### src/rtl/ccff_chain_loader.sv
// Configuration-chain loader: shifts bitstream words LSB-first into a gated ccff
// chain, with an optional re-shift pass that counts mismatches seen at the tail.
//
// state | meaning
// IDLE  | waiting for start
// FETCH | chain clock gated off, requesting the next word
// SHIFT | one bit per cycle into the chain head
// DONE  | one-cycle completion pulse
module ccff_chain_loader #(
  parameter int CHAIN_LEN = 64,
  parameter int WORD_W    = 8
) (
  input  logic              prog_clk,
  input  logic              pReset,
  input  logic              start,
  input  logic              verify,
  input  logic              abort,
  input  logic [WORD_W-1:0] cfg_data,
  input  logic              cfg_valid,
  output logic              cfg_ready,
  output logic              ccff_head,
  output logic              prog_clk_en,
  input  logic              ccff_tail,
  output logic              busy,
  output logic              done,
  output logic [15:0]       err_cnt
);
  localparam int NWORDS    = (CHAIN_LEN + WORD_W - 1) / WORD_W;
  localparam int LAST_BITS = CHAIN_LEN - (NWORDS - 1) * WORD_W;
  localparam int WIDX_W    = (NWORDS > 1) ? $clog2(NWORDS) : 1;
  localparam int BIDX_W    = (WORD_W > 1) ? $clog2(WORD_W) : 1;
  localparam logic [WIDX_W-1:0] LAST_WORD = WIDX_W'(NWORDS - 1);
  localparam logic [BIDX_W-1:0] FULL_TOP  = BIDX_W'(WORD_W - 1);
  localparam logic [BIDX_W-1:0] LAST_TOP  = BIDX_W'(LAST_BITS - 1);

  typedef enum logic [1:0] {IDLE, FETCH, SHIFT, DONE} state_t;

  state_t              r_state;
  state_t              w_state_nxt;
  logic                r_verify;
  logic                r_pass;
  logic [WIDX_W-1:0]   r_word_idx;
  logic [BIDX_W-1:0]   r_bit_idx;
  logic [WORD_W-1:0]   r_word;
  logic [15:0]         r_err_cnt;

  logic                w_last_word;
  logic                w_last_bit;
  logic                w_xfer;

  assign w_last_word = (r_word_idx == LAST_WORD);
  assign w_last_bit  = (r_bit_idx == (w_last_word ? LAST_TOP : FULL_TOP));

  // Prefetch on the last bit of a non-final word keeps the chain clock running.
  assign cfg_ready   = (r_state == FETCH) ||
                       ((r_state == SHIFT) && w_last_bit && !w_last_word);
  assign w_xfer      = cfg_ready && cfg_valid;

  assign prog_clk_en = (r_state == SHIFT);
  assign ccff_head   = prog_clk_en && r_word[r_bit_idx];
  assign busy        = (r_state == FETCH) || (r_state == SHIFT);
  assign done        = (r_state == DONE);
  assign err_cnt     = r_err_cnt;

  always_ff @(posedge prog_clk or posedge pReset) begin
    if (pReset) r_state <= IDLE;
    else        r_state <= w_state_nxt;
  end

  always_comb begin
    w_state_nxt = r_state;
    case (r_state)
      IDLE:  if (start) w_state_nxt = FETCH;
      FETCH: if (w_xfer) w_state_nxt = SHIFT;
      SHIFT: begin
        if (w_last_bit) begin
          if (w_last_word)  w_state_nxt = (!r_pass && r_verify) ? FETCH : DONE;
          else if (!w_xfer) w_state_nxt = FETCH;
        end
      end
      DONE:    w_state_nxt = IDLE;
      default: w_state_nxt = IDLE;
    endcase
    if (abort) w_state_nxt = IDLE;
  end

  always_ff @(posedge prog_clk or posedge pReset) begin
    if (pReset) begin
      r_verify   <= 1'b0;
      r_pass     <= 1'b0;
      r_word_idx <= '0;
      r_bit_idx  <= '0;
      r_word     <= '0;
      r_err_cnt  <= '0;
    end else if (!abort) begin
      case (r_state)
        IDLE: begin
          if (start) begin
            r_verify   <= verify;
            r_err_cnt  <= '0;
            r_pass     <= 1'b0;
            r_word_idx <= '0;
            r_bit_idx  <= '0;
          end
        end
        FETCH: begin
          if (w_xfer) begin
            r_word    <= cfg_data;
            r_bit_idx <= '0;
          end
        end
        SHIFT: begin
          // Tail at shift k of the second pass carries the bit loaded at shift k.
          if (r_pass && (ccff_tail != ccff_head) && (r_err_cnt != 16'hFFFF))
            r_err_cnt <= r_err_cnt + 16'd1;
          if (w_last_bit) begin
            r_bit_idx <= '0;
            if (w_last_word) begin
              r_word_idx <= '0;
              r_pass     <= 1'b1;
            end else begin
              r_word_idx <= r_word_idx + WIDX_W'(1);
              if (w_xfer) r_word <= cfg_data;
            end
          end else begin
            r_bit_idx <= r_bit_idx + BIDX_W'(1);
          end
        end
        default: ;
      endcase
    end
  end

endmodule

### config.mk
export PLATFORM = sky130hd
export DESIGN_NAME = ccff_chain_loader
export DESIGN_NICKNAME = d
export VERILOG_FILES = /design/src/rtl/ccff_chain_loader.sv
export SDC_FILE = /design/constraint.sdc
export NUM_CORES = 1
export LEC_CHECK = 0
export CAP_MARGIN = 20
export CORE_MARGIN = 2
export CORE_UTILIZATION = 53
export DETAILED_ROUTE_END_ITERATION = 7
export HOLD_SLACK_MARGIN = 0.15
export PLACE_DENSITY = 0.81
export SLEW_MARGIN = 5
export SYNTH_ARGS = -nofsm -noshare
export SYNTH_HDL_FRONTEND = slang
export SYNTH_SLANG_ARGS = --single-unit
### constraint.sdc
create_clock -name prog_clk -period 2.8 [get_ports prog_clk]
set_input_delay 0.56 -clock prog_clk [delete_from_list [all_inputs] [get_ports prog_clk]]
set_output_delay 0.56 -clock prog_clk [all_outputs]
set_load 0.01 [all_outputs]
# Word-level counts from Yosys, hierarchy flattened

Cells that the tools add are included.

Bits in registers: 34
Input bits: 15
Output and inout bits: 21
Word-level logic and storage cells: 79

Add/subtract/negate cells: 3
$lt $le $gt $ge: 1
Eq/ne operators: 17
Multiplexer cells: 28
Bitwise gates (word level): 1
Reductions and logical operators: 22

Operators by type and width:

| operator                                                             | count |
|---|---|
| 16-bit 2-to-1 mux                                                    | 2 |
| 16-bit case mux with 2 select lines                                  | 1 |
| 8-bit 2-to-1 mux                                                     | 3 |
| 4-bit AND reduction                                                  | 5 |
| 16-bit by 1-bit adder with 16-bit output, second input constant      | 1 |
| 16-bit != test, second input constant                                | 1 |
| 8-bit case mux with 2 select lines                                   | 1 |
| 3-bit 2-to-1 mux                                                     | 5 |
| 2-bit 2-to-1 mux                                                     | 7 |
| 3-bit case mux with 3 select lines                                   | 1 |
| 2-bit case mux with 4 select lines                                   | 1 |
| 1-bit logical AND                                                    | 7 |
| 3-bit by 1-bit adder with 3-bit output, second input constant        | 2 |
| 3-bit == test, second input constant                                 | 2 |
| 2-bit by 1-bit != test with 1-bit output, second input constant      | 3 |
| 2-bit != test, second input constant                                 | 3 |
| 3-bit != test, second input constant                                 | 2 |
| 3-bit case mux with 2 select lines                                   | 1 |
| 5-bit AND reduction                                                  | 1 |
| 2-bit == test, second input constant                                 | 2 |
| 3-bit by 4-bit < comparator with 1-bit output, second input constant | 1 |
| 1-bit 2-to-1 mux                                                     | 4 |
| 4-bit != test, second input constant                                 | 1 |
| 2-bit nonzero test                                                   | 2 |
| other kinds (11)                                                     | 13 |

# Depth between registers and ports, before layout

Gate-level depths: netlist (run 1).

Word-level depth: 10
Gate-level depth with buffers: 9
Mapped depth without buffers: 7

# Least setup slack after synthesis (run 1)

Ideal clock, no wire load.

Path type: reg2reg
Start point: reg r_state[0]
End point: reg r_err_cnt[9], in the netlist err_cnt[9]
Library setup time: 0.126 ns
Arrival: 2.131 ns
Data required time: 2.674 ns
Setup slack: 0.542 ns
Cell stages (with the launch flop): 10
Buffers on the path: 2
Clock period less this slack: 2.258 ns
Path through: dfrtp_1 > inv_1 > ha_1 > clkbuf_1 > mux2i_1 > nor2_1 > o211a_1 > buf_2 > nand2_2 > a311o_1

Word-level cells in the longest chain between the ends: 7
Elaborated cells between the ends (all ways): 11
Classes of those cells: eq/ne (4); mux (1); reduce/logical (6)

RTL lines:

| element                                                   | RTL line | RTL |
|---|---|---|
| from (decl)                                               | 38       | `state_t r_state;` |
| from (signal assigned)                                    | 67       | `else r_state <= w_state_nxt;` |
| 2-bit == test *                                           | 59       | `assign prog_clk_en = (r_state == SHIFT);` |
| named net prog_clk_en                                     | 22       | `output logic prog_clk_en,` |
| 1-bit logical AND                                         | 60       | `assign ccff_head = prog_clk_en && r_word[r_bit_idx];` |
| 1-bit != test                                             | 114      | `if (r_pass && (ccff_tail != ccff_head) && (r_err_cnt != 16'hFFFF))` |
| 1-bit logical AND (2 in series)                           | 114      |  |
| 2-bit by 1-bit != test with 1-bit output (no source line) | n/a      |  |
| 4-bit AND reduction (no source line)                      | n/a      |  |
| to (signal assigned)                                      | 115      | `r_err_cnt <= r_err_cnt + 16'd1;` |
| to (decl)                                                 | 45       | `logic [15:0] r_err_cnt;` |

Mark *: on every way through the listed nets, which the timed path passes. The rest lies on a longest branch.
A chain may end at the register's enable or synchronous reset.

# Worst setup path in the final report (run 1)

Start point: reg r_bit_idx[0]
End point: out ccff_head

Word-level cells in the longest chain between the ends: 3

RTL lines:

| element                                   | RTL line | RTL |
|---|---|---|
| from (decl)                               | 43       | `logic [BIDX_W-1:0] r_bit_idx;` |
| from (signal assigned)                    | 126      | `r_bit_idx <= r_bit_idx + BIDX_W'(1);` |
| 1-bit binary-select mux with 3-bit select | 60       |  |
| 1-bit 2-to-1 mux (not written as such)    | 60       |  |
| 1-bit logical AND                         | 60       |  |
| to (decl)                                 | 21       | `output logic ccff_head,` |

Every way passes these cells. The select of a mux whose other input is x is not followed.

==> results of run 1 <==
==> critical path: cells and delay by family, from the launching register on <==
kind,cells,cell delay (ns)
multiplexers,2,0.80
flip-flops,1,0.45
buffers and inverters,1,0.48
AND/OR/NAND/NOR,1,0.07
==> cells in the mapped netlist (3+ instances only) <==
library cell / n
o21ai_1: 4
a21o_1: 4
inv_1: 12
nand3_1: 20
ha_1: 9
clkbuf_1: 10
nor3_1: 7
o311ai_1: 4
dfrtp_1: 34
a31oi_1: 5
and2_1: 3
o211ai_1: 8
nor4_1: 6
mux2_1: 9
nand2_1: 23
nor2_1: 7
nand4_1: 3
a21oi_1: 5
o21ai_0: 6
o31ai_1: 3
or3_1: 4
==> layout by cell type, fill, tap and decap left out, types with 6 or more instances in the layout <==
master           netlist  routed
clkdlybuf4s50_1        0      35
dfrtp_1               34      34
nand2_1               23      23
nand3_1               20      20
inv_1                 12      12
mux2_1                 9       9
ha_1                   9       9
buf_4                  0       9
o211ai_1               8       8
nor2_1                 7       7
nor3_1                 7       7
o21ai_0                6       6
nor4_1                 6       6
clkbuf_8               0       6
==> per-stage QoR <==
step	power [uW]	setup slack, ns	hold slack, ns
3_5_place_dp	1420	0.439	0.471
4_1_cts	1810	0.116	0.487
5_1_grt	1910	0.0251	0.521
6_report	1800	0.141	0.483
3_3_place_gp	1400	0.501	0.470
2_1_floorplan	1160	0.542	0.452
==> final timing paths <==
kind	startpoint	end	slack [ns]	cells after the start
max	r_bit_idx[0]$_DFFE_PP0P_	ccff_head	0.14	4
min	r_word[2]$_DFFE_PP0P_	r_word[2]$_DFFE_PP0P_	0.48	1
max reg2reg	err_cnt[0]$_DFFE_PP0P_	err_cnt[9]$_DFFE_PP0P_	0.44	7
min reg2reg	r_word[2]$_DFFE_PP0P_	r_word[2]$_DFFE_PP0P_	0.48	1
max in group asynchronous	pReset	err_cnt[4]$_DFFE_PP0P_	1.83	3
min in group asynchronous	pReset	err_cnt[13]$_DFFE_PP0P_	0.65	3
==> layer usage <==
layer	GRT usage [%]	up-vias
li1	-	935
met1	35.6	971
met2	37.7	62
met3	6.25	5
met4	8.25	0
met5	0	-
==> report_power, final <==
part	internal, uW	switching, uW	leakage, uW
combinational	334	384	0.000584
sequential	594	95.1	0.000454
clock	198	190	0.0000472
==> kinds of logic (layout without fill, tap and decap cells) <==
group                    count (synthesis)  count (layout)  share of synthesized area [%]
adder cells (fa/ha/maj)                  9               9                           5.21
multiplexers                            13              13                           8.28
AO/OA/AOI/OAI                           55              55                           18.3
flip-flops                              34              34                           39.4
XOR/XNOR                                 2               2                           1.51
buffers and inverters                   26              65                           5.27
AND/OR/NAND/NOR                         90              90                           22.1
==> final cells by class <==
| class | instances | area (um^2) |
|---|---|---|
| multi-input cells | 169 | 1200 |
| well taps | 50 | 62.6 |
| fillers | 334 | 1300 |
| clock inverters | 2 | 12.5 |
| repair buffers | 44 | 418 |
| flip-flops and latches | 34 | 851 |
| clock buffers | 6 | 82.6 |
| inverters | 13 | 48.8 |
==> flip-flops by register name (all words and copies together), names as in the netlist <==
signal,cells
err_cnt,16
r_word,8
r_bit_idx,3
r_word_idx,3
r_state,2
r_pass,1
r_verify,1
==> summary.md, run 1 <==
| Metric | Value |
|---|---|
| Status | finished, final reports clean |
| Placed cell count | 310 |
| Final clock skew | 0.00625 ns |
| Antenna violations before repair | 0 |
| Fraction of registers with async set/reset | 100% |
| EDFF count, synth | 0 |
| Clock insertion delay at the later pin of the skew report | 0.29 ns |
| Total leakage power | 0.00109 uW |
| Global-route congestion overflow total | 0 |
| Worst path arrival time | roughly 2.1 ns |
| Cell area reported after detailed placement | 2580 um^2 |
| Clock tree root driver cell | clkbuf_8 |
| Layout net count | 291 |
| Launching element type of the critical path | flip-flop |
| Number of sinks handled by clock tree synthesis | 34 |
| Post-CTS setup buffers | 0 |
| Number of vias in the routed layout | 1,973 |
| Count of mapped cells out of synthesis | between 200 and 250 |
| Top cells by area in the synthesized netlist | dfrtp_1, ha_1, mux2_1 |
| Count of state elements after synthesis | 34 |
| Final hold viol count | 0 |
| Via-per-instance ratio | 6.20 |
| Most area-hungry cell type in the Yosys netlist | dfrtp_1 |
| Post-CTS Hold Buffers | 0 |
| Clock slew at reported path FFs | roughly 0.070 ns |
| Unrepaired setup endpoints after global routing | no |
| Post-layout instance count excluding filler cells | roughly 320 |
| Max Buffers Root-to-Sink | 2 |
| First-pass GRT wire length | 8600 um |
| Die Area | 4600 um^2 |
| Diode count | 0 |
| Maximum operating frequency | 0.376 GHz |
| Syn_nets | around 250 |
| Ordered list of cells on the worst path | mux4_2 > mux2i_4 > nor2_1 > clkdlybuf4s50_1 |
| Routed met1 length | 2290 um |
| Yosys warning count | 0 |
| Quantity of I/O buffers inserted on ports | 35 |
| Total Neg Setup Slack | 0 ns |
| Horizontal die dimension | 67.9 um |
| Area of the placeable core | 3970 um^2 |
| CTS tree | yes |
| Final max-slew violation count | 0 |
| Total met2 wirelength after detailed routing | 2320 um |
| DIE HEIGHT | a little under 70 um |
| Remaining antenna violation count after routing | 0 |
| Largest net degree at the start of global routing | 35 |
| Via count of the first global-routing pass | 1,814 |
| Headroom to the max-slew limit | 57.8% |
| Final instance area | around 2700 um^2 |
| Capturing element type of the critical path | primary output |
| Detailed-route wire length per cell | 15.6 um |
| Setup Crit Path Kind | flip-flop to primary output |
| Path type of the worst min-delay path | flip-flop to flip-flop |
| Critical path data required time | 2.24 ns |
| Layout Area Growth over Synthesis | 23.6% |
| Routability-driven placement congestion ratio | roughly 0.83 |
| Count of cell types in the netlist | 53 |
| Most used DFF post-synth | dfrtp_1 |
| CTS H-Tree Depth | 2 |
| Seq/Total Area, Yosys | about two fifths |
| Cell area power density | slightly below 700 nW/um^2 |
| Setup violation total in the final timing report | 0 |
| Post-cts sizing count | 0 |
| Number of DRC markers in iteration 0 | 188 |
| Final Critical Period | 2.66 ns |
| Residual DRC count | 0 |
| Maximum fanout encountered on the critical timing path | 5 |
| Utilization after layout | 67.3% |
| Count of pins on the block boundary | 36 |
| Post-route fraction of the period consumed by the critical path | 95.0% |
| Max-cap check violation count | 0 |
| Cell area after synthesis | 2160 um^2 |
| Worst vdd ir | 0.557 mV |
| Number of buffers inserted during clock tree synthesis | 5 |
| Top layer used by detailed routing | met4 |
| Number of placement rows | 23 |
| Slowest stage cell, crit path | mux4_2 |
| Mean cell area of the mapped netlist | ~9.4 um^2 |
| Routed wire length | 4950 um |
| Top-area cell type share of the netlist area | 39.4% |
| Slew @ Worst Pin | 0.630 ns |
| Detailed route wirelength on metal3 | 288 um |
| Overall routing resource usage | between 20% and 30% |
| Slowest cell delay on critical path | 0.56 ns |
| Layout cell share with drive strength beyond 1 | between 10 and 15% |
| Detailed-router iteration count before antenna repair | 4 |
| Initial Util | 54.4% |
| Post-detail-place hpwl | 3510 um |
Note: power is estimated with default switching activity, not from simulation.
==> run 2: changes to the inputs <==
Settings changed: CAP_MARGIN 20 to default.
==> results of run 2 <==
The final DEF is identical to that of run 1; final timing and power are the same.
